### src/rtl/sdi_ctrl_pkg.sv
// Shared state encoding, default parameters and small decode helpers for the SDI link sequencer.
// Pure declarations: no timing or flow control of its own.
package sdi_ctrl_pkg;

    typedef enum logic [2:0] {
        ST_RESET       = 3'd0,
        ST_WAIT_PLL    = 3'd1,
        ST_WAIT_TXDONE = 3'd2,
        ST_WAIT_RXDONE = 3'd3,
        ST_ALIGN       = 3'd4,
        ST_LOCKED      = 3'd5,
        ST_RETRY       = 3'd6,
        ST_FAULT       = 3'd7
    } state_t;

    localparam int DEF_RST_CYCLES      = 16;
    localparam int DEF_TIMEOUT_CYCLES  = 1024;
    localparam int DEF_LOCK_LINES      = 4;
    localparam int DEF_MISS_LIMIT      = 3;
    localparam int DEF_MAX_RETRY       = 7;
    localparam int DEF_LINES_PER_FRAME = 1125;
    localparam int LINE_W              = 11;

    function automatic logic tx_rst_for(input state_t s);
        return s inside {ST_RESET, ST_WAIT_PLL, ST_RETRY, ST_FAULT};
    endfunction

    function automatic logic rx_rst_for(input state_t s);
        return s inside {ST_RESET, ST_WAIT_PLL, ST_WAIT_TXDONE, ST_RETRY, ST_FAULT};
    endfunction

    // A line follows its predecessor, including the wrap from the last line back to 1.
    function automatic logic line_follows(input logic [LINE_W-1:0] prev,
                                          input logic [LINE_W-1:0] line,
                                          input logic [LINE_W-1:0] last_line);
        return (line == prev + 1'b1) || ((prev == last_line) && (line == LINE_W'(1)));
    endfunction

endpackage

### src/rtl/sdi_sync2.sv
// Two-flop level synchronizer for asynchronous status inputs; 2-cycle latency.
// No flow control: a level in, a level out.
module sdi_sync2 (
    input  logic clk,
    input  logic rst_n,
    input  logic d,
    output logic q
);

    logic meta;

    always_ff @(posedge clk or negedge rst_n) begin
        if (!rst_n) begin
            meta <= 1'b0;
            q    <= 1'b0;
        end else begin
            meta <= d;
            q    <= meta;
        end
    end

endmodule

### src/rtl/sdi_link_sequencer.sv
// GTX reset/bring-up sequencer with EAV line-continuity lock detection and bounded retries.
// Status inputs see 2-cycle sync latency; EAV strobes act the same cycle. No backpressure.
module sdi_link_sequencer
    import sdi_ctrl_pkg::*;
#(
    parameter int RST_CYCLES      = DEF_RST_CYCLES,
    parameter int TIMEOUT_CYCLES  = DEF_TIMEOUT_CYCLES,
    parameter int LOCK_LINES      = DEF_LOCK_LINES,
    parameter int MISS_LIMIT      = DEF_MISS_LIMIT,
    parameter int MAX_RETRY       = DEF_MAX_RETRY,
    parameter int LINES_PER_FRAME = DEF_LINES_PER_FRAME
) (
    input  logic              DRP_CLK_IN,
    input  logic              RESET_N_IN,
    input  logic              PLLLKDET_IN,
    input  logic              TXRESETDONE_IN,
    input  logic              RXRESETDONE_IN,
    input  logic              RX_EAV_IN,
    input  logic [LINE_W-1:0] RX_LINE_NUM_IN,
    input  logic              RESTART_IN,
    output logic              GTXTXRESET_OUT,
    output logic              GTXRXRESET_OUT,
    output logic              LINK_UP_OUT,
    output logic              FAULT_OUT,
    output logic [2:0]        STATE_OUT,
    output logic [2:0]        RETRY_CNT_OUT
);

    localparam int TMAX = (RST_CYCLES > TIMEOUT_CYCLES) ? RST_CYCLES : TIMEOUT_CYCLES;
    localparam int TW   = $clog2(TMAX + 1);
    localparam int GW   = $clog2(LOCK_LINES + 1);
    localparam int MW   = $clog2(MISS_LIMIT + 1);

    localparam logic [TW-1:0]     RST_LAST  = TW'(RST_CYCLES - 1);
    localparam logic [TW-1:0]     TMO_LAST  = TW'(TIMEOUT_CYCLES - 1);
    localparam logic [GW-1:0]     LOCK_CNT  = GW'(LOCK_LINES);
    localparam logic [MW-1:0]     MISS_CNT  = MW'(MISS_LIMIT);
    localparam logic [LINE_W-1:0] LAST_LINE = LINE_W'(LINES_PER_FRAME);

    logic pll_lock, tx_done, rx_done;

    sdi_sync2 u_sync_pll (.clk(DRP_CLK_IN), .rst_n(RESET_N_IN), .d(PLLLKDET_IN),    .q(pll_lock));
    sdi_sync2 u_sync_tx  (.clk(DRP_CLK_IN), .rst_n(RESET_N_IN), .d(TXRESETDONE_IN), .q(tx_done));
    sdi_sync2 u_sync_rx  (.clk(DRP_CLK_IN), .rst_n(RESET_N_IN), .d(RXRESETDONE_IN), .q(rx_done));

    state_t              state, state_nxt;
    logic [TW-1:0]       timer;
    logic [GW-1:0]       good_cnt, good_nxt;
    logic [MW-1:0]       miss_cnt, miss_nxt;
    logic [LINE_W-1:0]   prev_line;
    logic                have_prev;
    logic [2:0]          retry_cnt, retry_inc;
    logic                tx_rst, rx_rst;
    logic                eav_good, timeout, lock_lost;

    assign eav_good  = have_prev && line_follows(prev_line, RX_LINE_NUM_IN, LAST_LINE);
    // The first line of a run counts as a run of one; a break restarts the run at the new line.
    assign good_nxt  = eav_good ? good_cnt + 1'b1 : GW'(1);
    assign miss_nxt  = miss_cnt + 1'b1;
    assign retry_inc = (retry_cnt == 3'd7) ? retry_cnt : retry_cnt + 3'd1;
    assign timeout   = (timer == TMO_LAST);
    assign lock_lost = !pll_lock &&
                       (state inside {ST_WAIT_TXDONE, ST_WAIT_RXDONE, ST_ALIGN, ST_LOCKED});

    always_comb begin
        state_nxt = state;
        case (state)
            ST_RESET:       if (timer == RST_LAST) state_nxt = ST_WAIT_PLL;
            ST_WAIT_PLL:    if (timeout) state_nxt = ST_RETRY;
                            else if (pll_lock) state_nxt = ST_WAIT_TXDONE;
            ST_WAIT_TXDONE: if (timeout) state_nxt = ST_RETRY;
                            else if (tx_done) state_nxt = ST_WAIT_RXDONE;
            ST_WAIT_RXDONE: if (timeout) state_nxt = ST_RETRY;
                            else if (rx_done) state_nxt = ST_ALIGN;
            ST_ALIGN:       if (timeout) state_nxt = ST_RETRY;
                            else if (RX_EAV_IN && good_nxt == LOCK_CNT) state_nxt = ST_LOCKED;
            ST_LOCKED:      if (timeout && !RX_EAV_IN) state_nxt = ST_RETRY;
                            else if (RX_EAV_IN && !eav_good && miss_nxt == MISS_CNT)
                                state_nxt = ST_RETRY;
            ST_RETRY:       state_nxt = (int'(retry_inc) >= MAX_RETRY) ? ST_FAULT : ST_RESET;
            ST_FAULT:       state_nxt = ST_FAULT;
            default:        state_nxt = ST_RESET;
        endcase
        if (lock_lost)  state_nxt = ST_RETRY;
        if (RESTART_IN) state_nxt = ST_RESET;
    end

    always_ff @(posedge DRP_CLK_IN or negedge RESET_N_IN) begin
        if (!RESET_N_IN) begin
            state     <= ST_RESET;
            tx_rst    <= 1'b1;
            rx_rst    <= 1'b1;
            timer     <= '0;
            good_cnt  <= '0;
            miss_cnt  <= '0;
            prev_line <= '0;
            have_prev <= 1'b0;
            retry_cnt <= '0;
        end else begin
            state  <= state_nxt;
            tx_rst <= tx_rst_for(state_nxt);
            rx_rst <= rx_rst_for(state_nxt);

            // One timer serves the reset hold, the per-state waits and the EAV-absence watchdog.
            if (state_nxt != state || (state == ST_LOCKED && RX_EAV_IN))
                timer <= '0;
            else if (timer != {TW{1'b1}})
                timer <= timer + 1'b1;

            if (!(state inside {ST_ALIGN, ST_LOCKED})) begin
                have_prev <= 1'b0;
                good_cnt  <= '0;
            end else if (RX_EAV_IN) begin
                prev_line <= RX_LINE_NUM_IN;
                have_prev <= 1'b1;
                if (state == ST_ALIGN) good_cnt <= good_nxt;
            end

            if (state != ST_LOCKED)
                miss_cnt <= '0;
            else if (RX_EAV_IN)
                miss_cnt <= eav_good ? '0 : miss_nxt;

            if (RESTART_IN)
                retry_cnt <= '0;
            else if (state_nxt == ST_LOCKED && state != ST_LOCKED)
                retry_cnt <= '0;
            else if (state == ST_RETRY)
                retry_cnt <= retry_inc;
        end
    end

    assign STATE_OUT      = state;
    assign GTXTXRESET_OUT = tx_rst;
    assign GTXRXRESET_OUT = rx_rst;
    assign LINK_UP_OUT    = (state == ST_LOCKED);
    assign FAULT_OUT      = (state == ST_FAULT);
    assign RETRY_CNT_OUT  = retry_cnt;

endmodule
### config.mk
export PLATFORM = sky130hd
export DESIGN_NAME = sdi_link_sequencer
export DESIGN_NICKNAME = d
export VERILOG_FILES = /design/src/rtl/sdi_ctrl_pkg.sv /design/src/rtl/sdi_sync2.sv /design/src/rtl/sdi_link_sequencer.sv
export SDC_FILE = /design/constraint.sdc
export NUM_CORES = 1
export LEC_CHECK = 0
export ABC_AREA = 1
export BUFFER_PORTS_ARGS = -buffer_cell sky130_fd_sc_hd__clkbuf_2
export CORE_MARGIN = 3
export CORE_UTILIZATION = 59
export CTS_CLUSTER_DIAMETER = 120
export DETAILED_ROUTE_END_ITERATION = 8
export PLACE_DENSITY = 0.87
export REMOVE_ABC_BUFFERS = 1
export SLEW_MARGIN = 20
export SYNTH_ARGS = -nofsm -noshare
export SYNTH_HDL_FRONTEND = slang
export SYNTH_SLANG_ARGS = --single-unit
### constraint.sdc
create_clock -name DRP_CLK_IN -period 2.7 [get_ports DRP_CLK_IN]
set_input_delay 0 -clock DRP_CLK_IN [delete_from_list [all_inputs] [get_ports DRP_CLK_IN]]
set_output_delay 0 -clock DRP_CLK_IN [all_outputs]
set_load 0.1 [all_outputs]
Word level (Yosys, flattened, before mapping)
Cells that the tools add are included.
- input port bits: 18
- register bits after elaboration: 42
- output and inout port bits: 10
- logic and storage cells: 101
- equal/unequal tests: 25
- multiplexer cells: 30
- reductions and logical operators: 25
- $lt $le $gt $ge: 1
- $add $sub $neg: 5
- operators by type and width (cell ; count):
    $mux W3 ; 22
    $eq A3 B3 Y1 const B ; 9
    $pmux W3 S8 ; 1
    $add A11 B1 Y11 const B ; 2
    $mux W11 ; 2
    $eq A11 B1 Y1 const B ; 1
    $eq A11 B10 Y1 const B ; 1
    $eq A11 B11 Y1 ; 1
    $eq A11 B11 Y1 const B ; 1
    $eq A11 B4 Y1 const B ; 1
    $ne A11 B11 Y1 const B ; 1
    $eq A3 B2 Y1 const B ; 3
    $logic_and A1 B1 Y1 ; 9
    $reduce_bool A4 Y1 ; 2
    $add A3 B1 Y3 const B ; 2
    $eq A3 B1 Y1 const B ; 2
    $logic_not A3 Y1 ; 2
    $mux W2 ; 3
    $reduce_bool A2 Y1 ; 3
    $reduce_bool A5 Y1 ; 1
    $ne A2 B2 Y1 const B ; 2
    $reduce_and A2 Y1 ; 2
    $ge A3 B3 Y1 const B ; 1
    $logic_not A1 Y1 ; 3
    7 further kinds ; 9

Logic depth before layout (Yosys ltp)
Gate-level depths: netlist of run 1.
- depth in word-level cells: 16
- gate-level depth with buffers: 23
- gate-level depth less buffers: 22

By module
From an unflattened synthesis of run 1, not the netlist that was laid out.
- cell total of the unflattened synthesis: 364
- area total of the unflattened synthesis: 2661.3 µm²
- modules (own cells, without submodules) (module ; cells an instance ; area each (µm²) ; instances ; seq. area each (µm²)):
    sdi_link_sequencer ; 358 ; 2511.2 ; 1 ; 903.4
    sdi_sync2 ; 2 ; 50.0 ; 3 ; 50.0

Worst setup path after synthesis of run 1
Ideal clock, no wire load.
- path kind: reg2reg
- start point: register state[1] (netlist: STATE_OUT[1])
- end point: register timer[4]
- library setup time: 0.069 ns
- path slack: -0.987 ns
- arrival: 3.618 ns
- clock period less this slack: 3.687 ns
- data required time: 2.631 ns
- stages on the path, launching flop included: 14
- buffers on the path: 1
- cell sequence: dfrtp_1 > nand2_1 > nor2_1 > a31o_1 > o21bai_2 > nor2_1 > nand3_2 > nand2_1 > clkinv_1 > nand2_1 > a21oi_1 > nand3_2 > buf_6 > nor2_2
- elaborated cells on any way between the ends: 29
- those cells by class: eq/ne: 8; mux: 15; reduce/logical: 6
- RTL lines (what ; line ; text):
    start, declared ; sdi_link_sequencer.sv:46 ; state_t state, state_nxt;
    start signal, assigned ; sdi_link_sequencer.sv:100 ; state <= state_nxt;
    $eq A3 B3 Y1 (*) ; - ;
    via FAULT_OUT ; sdi_link_sequencer.sv:24 ; output logic FAULT_OUT,
    $pmux W3 S8 (*) ; sdi_link_sequencer.sv:67 ; case (state)
    $mux W3 (*) ; sdi_link_sequencer.sv:84 ; if (lock_lost) state_nxt = ST_RETRY;
    $mux W3 (*) ; sdi_link_sequencer.sv:85 ; if (RESTART_IN) state_nxt = ST_RESET;
    via state_nxt[2] ; sdi_link_sequencer.sv:46 ;
    $ne A3 B3 Y1 (*) ; sdi_link_sequencer.sv:105 ; if (state_nxt != state || (state == ST_LOCKED && RX_EAV_IN))
    $logic_or A1 B1 Y1 (*) ; sdi_link_sequencer.sv:105 ;
    $mux W11 / $reduce_bool A2 Y1 (equally long branches) ; - ;
    end signal, assigned ; sdi_link_sequencer.sv:108 ; timer <= timer + 1'b1;
    end, declared ; sdi_link_sequencer.sv:47 ; logic [TW-1:0] timer;
The timed path passes the listed nets; every way through them passes the cells marked *.
A chain may end at the register's enable or synchronous reset.

Worst setup path after layout of run 1
- start point: register prev_line[1]
- end point: register timer[9]
- longest elaborated chain between the ends: 15
- elaborated cells on any way between the ends: 23
- those cells by class: add/sub: 1; eq/ne: 4; mux: 9; reduce/logical: 9
- ends and longest elaborated chain (what ; line ; text):
    start, declared ; sdi_link_sequencer.sv:50 ; logic [LINE_W-1:0] prev_line;
    start signal, assigned ; sdi_link_sequencer.sv:96 ; prev_line <= '0;
    start signal, assigned ; sdi_link_sequencer.sv:114 ; prev_line <= RX_LINE_NUM_IN;
    $add A11 B1 Y11 / $eq A11 B11 Y1 (equally long branches) ; sdi_ctrl_pkg.sv:36 ; return (line == prev + 1'b1) || ((prev == last_line) && (line == LINE_W'(1)));
    $eq A11 B11 Y1 / $logic_and A1 B1 Y1 (equally long branches) ; sdi_ctrl_pkg.sv:36 ;
    $logic_or A1 B1 Y1 (*) ; sdi_ctrl_pkg.sv:36 ;
    $logic_and A1 B1 Y1 (*) ; sdi_link_sequencer.sv:56 ; assign eav_good = have_prev && line_follows(prev_line, RX_LINE_NUM_IN, LAST_LINE);
    $mux W3 / $logic_not A1 Y1 (equally long branches) ; sdi_link_sequencer.sv:58, sdi_link_sequencer.sv:78 ;
    $eq A3 B3 Y1 / $logic_and A1 B1 Y1 (equally long branches) ; sdi_link_sequencer.sv:76, sdi_link_sequencer.sv:78 ;
    $logic_and A1 B1 Y1, on equally long branches ; sdi_link_sequencer.sv:76, sdi_link_sequencer.sv:78 ;
    $mux W3, on equally long branches ; sdi_link_sequencer.sv:76, sdi_link_sequencer.sv:78 ;
    $mux W3, on equally long branches ; sdi_link_sequencer.sv:75, sdi_link_sequencer.sv:77 ;
    $pmux W3 S8 (*) ; sdi_link_sequencer.sv:67 ;
    $mux W3 (*) ; sdi_link_sequencer.sv:84 ;
    $mux W3 (*) ; sdi_link_sequencer.sv:85 ;
    $ne A3 B3 Y1 (*) ; sdi_link_sequencer.sv:105 ;
    $logic_or A1 B1 Y1 (*) ; sdi_link_sequencer.sv:105 ;
    $mux W11 / $reduce_bool A2 Y1 (equally long branches) ; - ;
Mark *: on every way between the ends. The rest lies on a longest branch, timed or not.

==> results of run 1 <==
layer usage:
layer / part of all wire [%] / vias up
met5: 0 / -
met4: 1.1 / 0
met3: 5.7 / 8
met2: 47 / 73
met1: 46 / 1143
li1: - / 1268
area by class of cell:
type | count | area [sq um] | share of cell area, %
Sequential cell | 42 | 1050 | 32.9
Clock buffer | 5 | 68.8 | 2.15
Inverter | 66 | 248 | 7.73
Tap cell | 50 | 62.6 | 1.95
Clock inverter | 3 | 23.8 | 0.742
Timing Repair Buffer | 44 | 293 | 9.13
Multi-Input combinational cell | 261 | 1460 | 45.4
cells in the final DEF (no fill, tap or decap), types with 3 or more instances in the layout:
master         count
nor2_1            29
dlygate4sd3_1     12
nand3_2            3
inv_1             54
ha_1               4
nand3_1           23
xor2_1             4
nor3_1             8
nand2_1           98
clkbuf_8           5
nand4_1            5
o21ai_0           23
dfrtp_1           39
clkbuf_2          26
nand2_4            5
nand2_2           11
xnor2_1            4
buf_4              5
nor2_2            14
inv_2             10
cell families after synthesis:
kind of cell / after synthesis / share of synthesized area (%)
fa+ha+maj: 6 / 2.78
compound gates: 39 / 8.81
simple gates: 205 / 36.1
xor+xnor: 8 / 2.60
mux: 2 / 0.788
buf+inv: 69 / 9.88
flops: 42 / 39.1
power breakdown:
part / total (mW) / leakage, nW / internal (mW) / switching [mW]
Combinational: 1.25 / 1.04 / 0.427 / 0.823
Sequential: 0.920 / 0.546 / 0.762 / 0.158
Clock: 0.426 / 0.0408 / 0.185 / 0.241
per-stage QoR:
| stage | total power, mW | cell area [sq um] | hold WS [ps] |
|---|---|---|---|
| 2_1_floorplan | 1.73 | 2680 | -296 |
| 3_3_place_gp | 1.92 | 2880 | 109 |
| 3_5_place_dp | 1.96 | 2880 | 110 |
| 4_1_cts | 2.40 | 3100 | 5.96 |
| 5_1_grt | 2.80 | 3210 | 23.3 |
| 6_report | 2.60 | 3210 | 1.68 |
registers in the layout, summed over array words and instances, names as in the netlist:
register	count
prev_line	11
timer	11
RETRY_CNT_OUT	3
STATE_OUT	3
good_cnt	3
miss_cnt	2
GTXRXRESET_OUT	1
GTXTXRESET_OUT	1
have_prev	1
u_sync_pll.meta	1
u_sync_pll.q	1
u_sync_rx.meta	1
u_sync_rx.q	1
u_sync_tx.meta	1
u_sync_tx.q	1
worst paths after layout:
path | start | end | slack [ps] | cells after the start
worst max-delay path | prev_line[1] | timer[9] | 190 | 19
worst min-delay path | RX_LINE_NUM_IN[1] | prev_line[1] | 2 | 3
worst max register to register | prev_line[1] | timer[9] | 190 | 19
max in group asynchronous | RESET_N_IN | prev_line[0] | 1700 | 2
worst min register to register | u_sync_rx.meta | u_sync_rx.q | 350 | 0
min in group asynchronous | RESET_N_IN | prev_line[10] | 360 | 2
worst max-delay path, stage by stage, from the launching register on:
cell and delay (ps):
dfrtp_1 420, ha_2 240, nand2_1 70, nor2_2 130
nand2_2 100, o21bai_1 140, nand2_1 70, inv_1 50
nor2_1 40, nand2_1 70, nand2_2 70, nand2_4 100
nand2_4 50, a31oi_1 210, nand2_2 140, nand2_4 100
nand2_4 60, nand2_4 110, nand3_4 140, nor2_2 120
repair_timing:
action / CTS / global route
gates resized for setup: 0 / 16
hold endpoints to repair: 51 / 0
hold buffers: 12 / 0
setup buffers: 0 / 4
setup endpoints to repair: 0 / 14
==> impl_summary.log, run 1 <==
[metrics] result of the run: finished, final reports clean
[metrics] post-layout instance count excluding filler cells: 471
[metrics] number of antenna diodes: 0
[metrics] row count: 23
[metrics] pin count of the biggest net entering global routing: 43
[metrics] starting density of the core: about 64%
[metrics] final antenna-violating net count: 0
[metrics] Worst Setup Start Kind: flip-flop
[metrics] total detailed-routing wirelength: roughly 5800 um
[metrics] total congestion overflow after global routing: 0
[metrics] Detailed Routing Iterations Pass 1: 4
[metrics] crit end category: flip-flop
[metrics] clock insertion delay at the later pin of the skew report: about 300 ps
[metrics] number of top-level pins: 28
[metrics] DR vias/cell: ~5.3
[metrics] Max IR drop VDD: 0.000467 V
[metrics] number of antenna violations at the first check in global routing: 0
[metrics] Gate Count Post-Synth: about 370
[metrics] fin util: 76.3%
[metrics] minimum period implied by the final worst setup slack: 2510 ps
[metrics] CTS buffer count: 5
[metrics] clock root cell: clkbuf_8
[metrics] half-perimeter wire length after detailed placement: between 4000 and 5000 um
[metrics] number of H-tree branching levels: 2
[metrics] placeable core region: approximately 4200 sq um
[metrics] worst-case clock buffer depth: 2
[metrics] data arrival time of the critical path: ~2700 ps
[metrics] Die Area: about 5400 sq um
[metrics] worst min-delay path class: input pin to flip-flop
[metrics] detailed-route DRC error count: 0
[metrics] post-synth top area share: between 30 and 40%
[metrics] pre-CTS setup slack: 90.2 ps
[metrics] maximum clock skew at final layout: 4.54 ps
[metrics] sequential element share of the synthesized area: 39.1%
[metrics] top cells by area in the synthesized netlist: dfrtp_1 (37%), nand2_1 (14%), inv_1 (7.7%), nand3_1 (4.5%), o21ai_0 (4.3%)
[metrics] TritonCTS clock tree: built
[metrics] Post-synth EDFFs: 0
[metrics] GRT Util Overall: 22.7%
[metrics] count of routing violations after the opening detailed-route iteration: roughly 180
[metrics] layout overhead on the synthesized area: 18.8%
[metrics] Leak Pwr: 1.63 nW
[metrics] post-synthesis cell type count: 40
[metrics] number of placed cells counting well taps: between 400 and 500
[metrics] commonest register cell after synthesis: dfrtp_1
[metrics] maximum net fanout on the critical path: 6
[metrics] post-route worst setup slack: 193 ps
[metrics] total via count in the routed design: roughly 2500
[metrics] flop and latch count out of synthesis: 42
[metrics] dominant cell type by area after synthesis: dfrtp_1
[metrics] buffers added on ports: 27
[metrics] TNS Setup: 0 ps
[metrics] TritonCTS sink count: between 40 and 50
[metrics] Syn Std Cell Area: roughly 2700 sq um
[metrics] met2 Track Usage GR: approximately 36%
[metrics] number of global-route vias before repair: approximately 2200
[metrics] total of warnings raised by yosys: 0
[metrics] net count of the finished layout: between 400 and 500
[metrics] Filler Cells Inserted: 300
[metrics] top post-synthesis cells by count: nand2_1 (102), inv_1 (55), dfrtp_1 (40), nor2_1 (29), nand3_1 (24)
[metrics] Slew Limit Headroom: a little under 40%
[metrics] max-cap violations: 0
[metrics] mean instance size in the synthesized netlist: a little over 7 sq um
[metrics] class of the most critical setup path: flip-flop to flip-flop
[metrics] power density over the cells: 810 nW/um^2
[metrics] GR Layer Usage met3: approximately 4.1%
[metrics] proportion of register bits with asynchronous set or reset after synthesis: between 90% and 100%
[metrics] Final Hold Vio Count: 0
[metrics] most used standard cell by instance count after synthesis: nand2_1
[metrics] share of final-layout standard cells stronger than drive strength 1: 24.0%
[metrics] Routed wire per std cell: roughly 12 um
[metrics] register clock-pin slew on the reported worst setup and hold paths: about 90 ps
[metrics] final setup fails: 0
[metrics] data required time at the worst endpoint: 2940 ps
[metrics] global-route wire length before repair: 9690 um
[metrics] Slew Viols, Final: 0
[metrics] GR peak layer: met2
[metrics] Worst Max-Slew Pin Slew: approximately 900 ps
[metrics] highest clock frequency the design can meet: 399 MHz
[metrics] final cycle utilization of the critical path: between 90 and 100%
[metrics] met1 track demand over resource: approximately a third
[metrics] die extent in y: 73.6 um
[metrics] gp weighted congestion: around 0.92
[metrics] Die Wd: approximately 74 um
(Power assumes the default switching activity.)
==> run 2, diff against run 1 <==
- SYNTH_HIERARCHICAL: unset -> 1
==> impl_summary.log, run 2 <==
[metrics] result of the run: finished, final reports clean
[metrics] Worst Setup Start Kind: flip-flop
[metrics] final setup fails: 0 (unchanged)
[metrics] post-synthesis cell type count: 39 (-2.5%)
[metrics] Max IR drop VDD: 0.000624 V (+33%)
[metrics] post-route worst setup slack: 182 ps (-11.0 ps)
[metrics] worst min-delay path class: input pin to flip-flop
[metrics] maximum clock skew at final layout: 8.77 ps (+4.23 ps)
[metrics] share of final-layout standard cells stronger than drive strength 1: 23.8% (-0.15 points)
[metrics] top post-synthesis cells by count: nand2_1 (91), inv_1 (55), dfrtp_1 (40), nand3_1 (25), nor2_1 (25)
[metrics] end point of the worst hold path: prev_line[0]
[metrics] crit end category: flip-flop
[metrics] power density over the cells: 879 nW/um^2 (+8.5%)
[metrics] leading cell type in the layout, fill and taps excluded: nand2_1
[metrics] class of the most critical setup path: flip-flop to flip-flop
[metrics] DR vias/cell: 5.50 (+3.9%)
[metrics] met1 track demand over resource: 29.4% (-2.6 points)
[metrics] met2 Track Usage GR: 35.8% (+0.32 points)
[metrics] switching pwr: 1.36 mW (+11%)
[metrics] Die Wd: 73.2 um (-0.62%)
[metrics] sequential element share of the synthesized area: 39.6% (+0.53 points)
[metrics] layout overhead on the synthesized area: 18.8% (about the same)
[metrics] fin util: 75.8% (-0.52 points)
[metrics] total detailed-routing wirelength: 5800 um (-0.43%)
[metrics] total of warnings raised by yosys: 6 (+6)
[metrics] final antenna-violating net count: 0 (unchanged)
[metrics] final cycle utilization of the critical path: 93.3% (+0.41 points)
[metrics] most used standard cell by instance count after synthesis: nand2_1
[metrics] detailed-route DRC error count: 0 (unchanged)
[metrics] Routed wire per std cell: 12.6 um (+1.7%)
[metrics] Post-synth EDFFs: 0 (unchanged)
[metrics] Worst Max-Slew Pin Slew: 916 ps (-6.80 ps)
[metrics] part of the power in the clock network: 14.5% (-1.9 points)
[metrics] max-cap violations: 0 (unchanged)
[metrics] hold-critical path depth: 3 (unchanged)
[metrics] flop and latch count out of synthesis: 42 (unchanged)
[metrics] TritonCTS sink count: 42 (unchanged)
[metrics] top cells by area in the synthesized netlist: dfrtp_1 (38%), nand2_1 (13%), inv_1 (7.8%), nand3_1 (4.7%), o21ai_0 (4.5%)
[metrics] pre-CTS setup slack: 91.5 ps (+1.30 ps)
[metrics] number of H-tree branching levels: 2 (unchanged)
[metrics] largest registers: prev_line (11), timer (11)
[metrics] mean instance size in the synthesized netlist: 7.31 sq um (+0.55%)
[metrics] proportion of total power due to net switching: 48.8% (+1.7 points)
[metrics] starting density of the core: 63.8% (-0.43 points)
[metrics] proportion of register bits with asynchronous set or reset after synthesis: 100% (unchanged)
[metrics] GRT Util Overall: 22.4% (-0.26 points)
[metrics] worst-case clock buffer depth: 2 (unchanged)
[metrics] startpoint of the lowest-slack register-to-register path: prev_line[0]
[metrics] Leak Pwr: 1.53 nW (-6.4%)
[metrics] row count: 23 (unchanged)
[metrics] dominant cell type by area after synthesis: dfrtp_1
[metrics] count of routing violations after the opening detailed-route iteration: 202 (+13%)
[metrics] Slew Limit Headroom: 38.9% (+0.45 points)
[metrics] register-to-register setup slack: 180 ps (about the same)
[metrics] highest clock frequency the design can meet: 397 MHz (-0.44%)
[metrics] fraction of power consumed by combinational cells: 50.3% (+2.1 points)
[metrics] post-synth top area share: 37.6% (+0.51 points)
[metrics] Hold Startpoint: RX_LINE_NUM_IN[0]
[metrics] clock root cell: clkbuf_8
[metrics] buffers added on ports: 27 (unchanged)
[metrics] CTS buffer count: 5 (unchanged)
[metrics] GR peak layer: met2
[metrics] number of antenna diodes: 0 (unchanged)
[metrics] GR Layer Usage met3: 5.10% (+0.99 points)
[metrics] placeable core region: 4170 sq um (-0.68%)
[metrics] net count of the finished layout: 434 (-2.3%)
[metrics] highest-count cells in the layout ignoring fill and taps: nand2_1 (85), inv_1 (53), dfrtp_1 (37), clkbuf_2 (26)
[metrics] pin count of the biggest net entering global routing: 43 (unchanged)
[metrics] Gate Count Post-Synth: 364 (-1.9%)
[metrics] Slew Viols, Final: 0 (unchanged)
[metrics] commonest register cell after synthesis: dfrtp_1
[metrics] Final Hold Vio Count: 0 (unchanged)
[metrics] Syn Std Cell Area: 2660 sq um (-1.3%)
[metrics] total congestion overflow after global routing: 0 (unchanged)
[metrics] TritonCTS clock tree: built
[metrics] register clock-pin slew on the reported worst setup and hold paths: 80 ps (about the same)
[metrics] number of global-route vias before repair: 2246 (+0.85%)
[metrics] Detailed Routing Iterations Pass 1: 5 (+1)
[metrics] half-perimeter wire length after detailed placement: 3950 um (-1.2%)
[metrics] Reg power frac: 35.2% (-0.2 points)
[metrics] gp weighted congestion: 0.880 (-4.7%)
[metrics] total via count in the routed design: 2534 (+1.7%)
[metrics] data required time at the worst endpoint: 2880 ps (-60 ps)
[metrics] number of top-level pins: 28 (unchanged)
[metrics] number of antenna violations at the first check in global routing: 0 (unchanged)
[metrics] endpoint of the worst register-to-register path: RETRY_CNT_OUT[0]
[metrics] FF-to-FF path depth: 20 (+1)
[metrics] data arrival time of the critical path: 2700 ps (-40 ps)
[metrics] Die Area: 5350 sq um (-1.2%)
[metrics] Filler Cells Inserted: 304 (+1.3%)
[metrics] global-route wire length before repair: 9420 um (-2.8%)
[metrics] die extent in y: 73.2 um (-0.62%)
[metrics] maximum net fanout on the critical path: 6 (unchanged)
[metrics] internal power: 1.42 mW (+3.6%)
[metrics] clock insertion delay at the later pin of the skew report: 300 ps (about the same)
[metrics] minimum period implied by the final worst setup slack: 2520 ps (+11.0 ps)
==> run 2: worst max path at each step <==
stage,from,end,slack (ps),cells past startpoint
after floorplan,STATE_OUT[1],timer[3],-2020,12
after global placement,prev_line[0],timer[3],200,21
after detailed placement,prev_line[1],timer[3],90,22
after CTS,prev_line[0],timer[6],60,21
after global routing,timer[1],timer[6],-20,15
final,prev_line[0],RETRY_CNT_OUT[0],180,20
==> run 2: kinds of logic after synthesis <==
logic type | Yosys count | share of synthesized area (%)
compound gates | 44 | 9.64
xor+xnor | 7 | 2.30
fa+ha+maj | 6 | 2.82
buf+inv | 66 | 9.64
flops | 42 | 39.6
mux | 3 | 1.22
simple gates | 196 | 34.8
==> run 2: critical path: stages (launching register included) <==
cell     delay, ps
dfrtp_2        480
ha_4           290
inv_2           30
nand2_2         50
nand2_2         50
nor2_2          70
nand3_1         70
nor2_1         120
nand2_1         70
nor2_2         110
nand2_1         70
nand2_2         90
nand2_4         80
nand2_4         70
nand2_2         50
nand2_2         50
nand4_2         90
nand2_2        110
nand2_1         90
o21ai_1        280
nor2_1          70
==> run 2: stage by stage <==
stage	std cells	power [mW]	area, sq um	TNS, ps	hold slack, ps
floorplan	360	1.88	2640	-38920	-296
global placement	437	2.10	2840	0	108
detailed placement	437	2.14	2840	0	110
CTS	459	2.55	3060	0	28.9
global route	461	2.97	3160	-45.1	48.1
finish	461	2.78	3160	0	18.9
==> run 2: power groups by stage <==
stage	registers [mW]	clock network [mW]	logic (mW)
after floorplan	1.11	0	0.777
after global placement	0.961	0	1.14
after detailed placement	0.964	0	1.17
after CTS	0.957	0.410	1.19
after global routing	1.01	0.436	1.53
final	0.979	0.403	1.40
==> run 2: area by class of cell <==
| class | instances | area (sq um) | area share, % |
|---|---|---|---|
| clock buffers | 6 | 72.6 | 2.30 |
| clock inverters | 2 | 13.8 | 0.435 |
| inverters | 62 | 233 | 7.36 |
| multi-input cells | 257 | 1440 | 45.5 |
| flip-flops and latches | 42 | 1060 | 33.4 |
| well taps | 50 | 62.6 | 1.98 |
| repair buffers | 42 | 283 | 8.94 |
==> run 2: routing by layer <==
layer / wire [um] / up-vias
met5: 0 / -
met4: 99 / 0
met3: 476 / 11
met2: 2670 / 106
met1: 2560 / 1162
li1: - / 1255
==> run 2: what timing repair did <==
action,CTS,global route
hold buffers,14,0
hold endpoints to repair,53,0
resized for setup,0,22
setup endpoints to repair,0,14
setup buffers,0,1
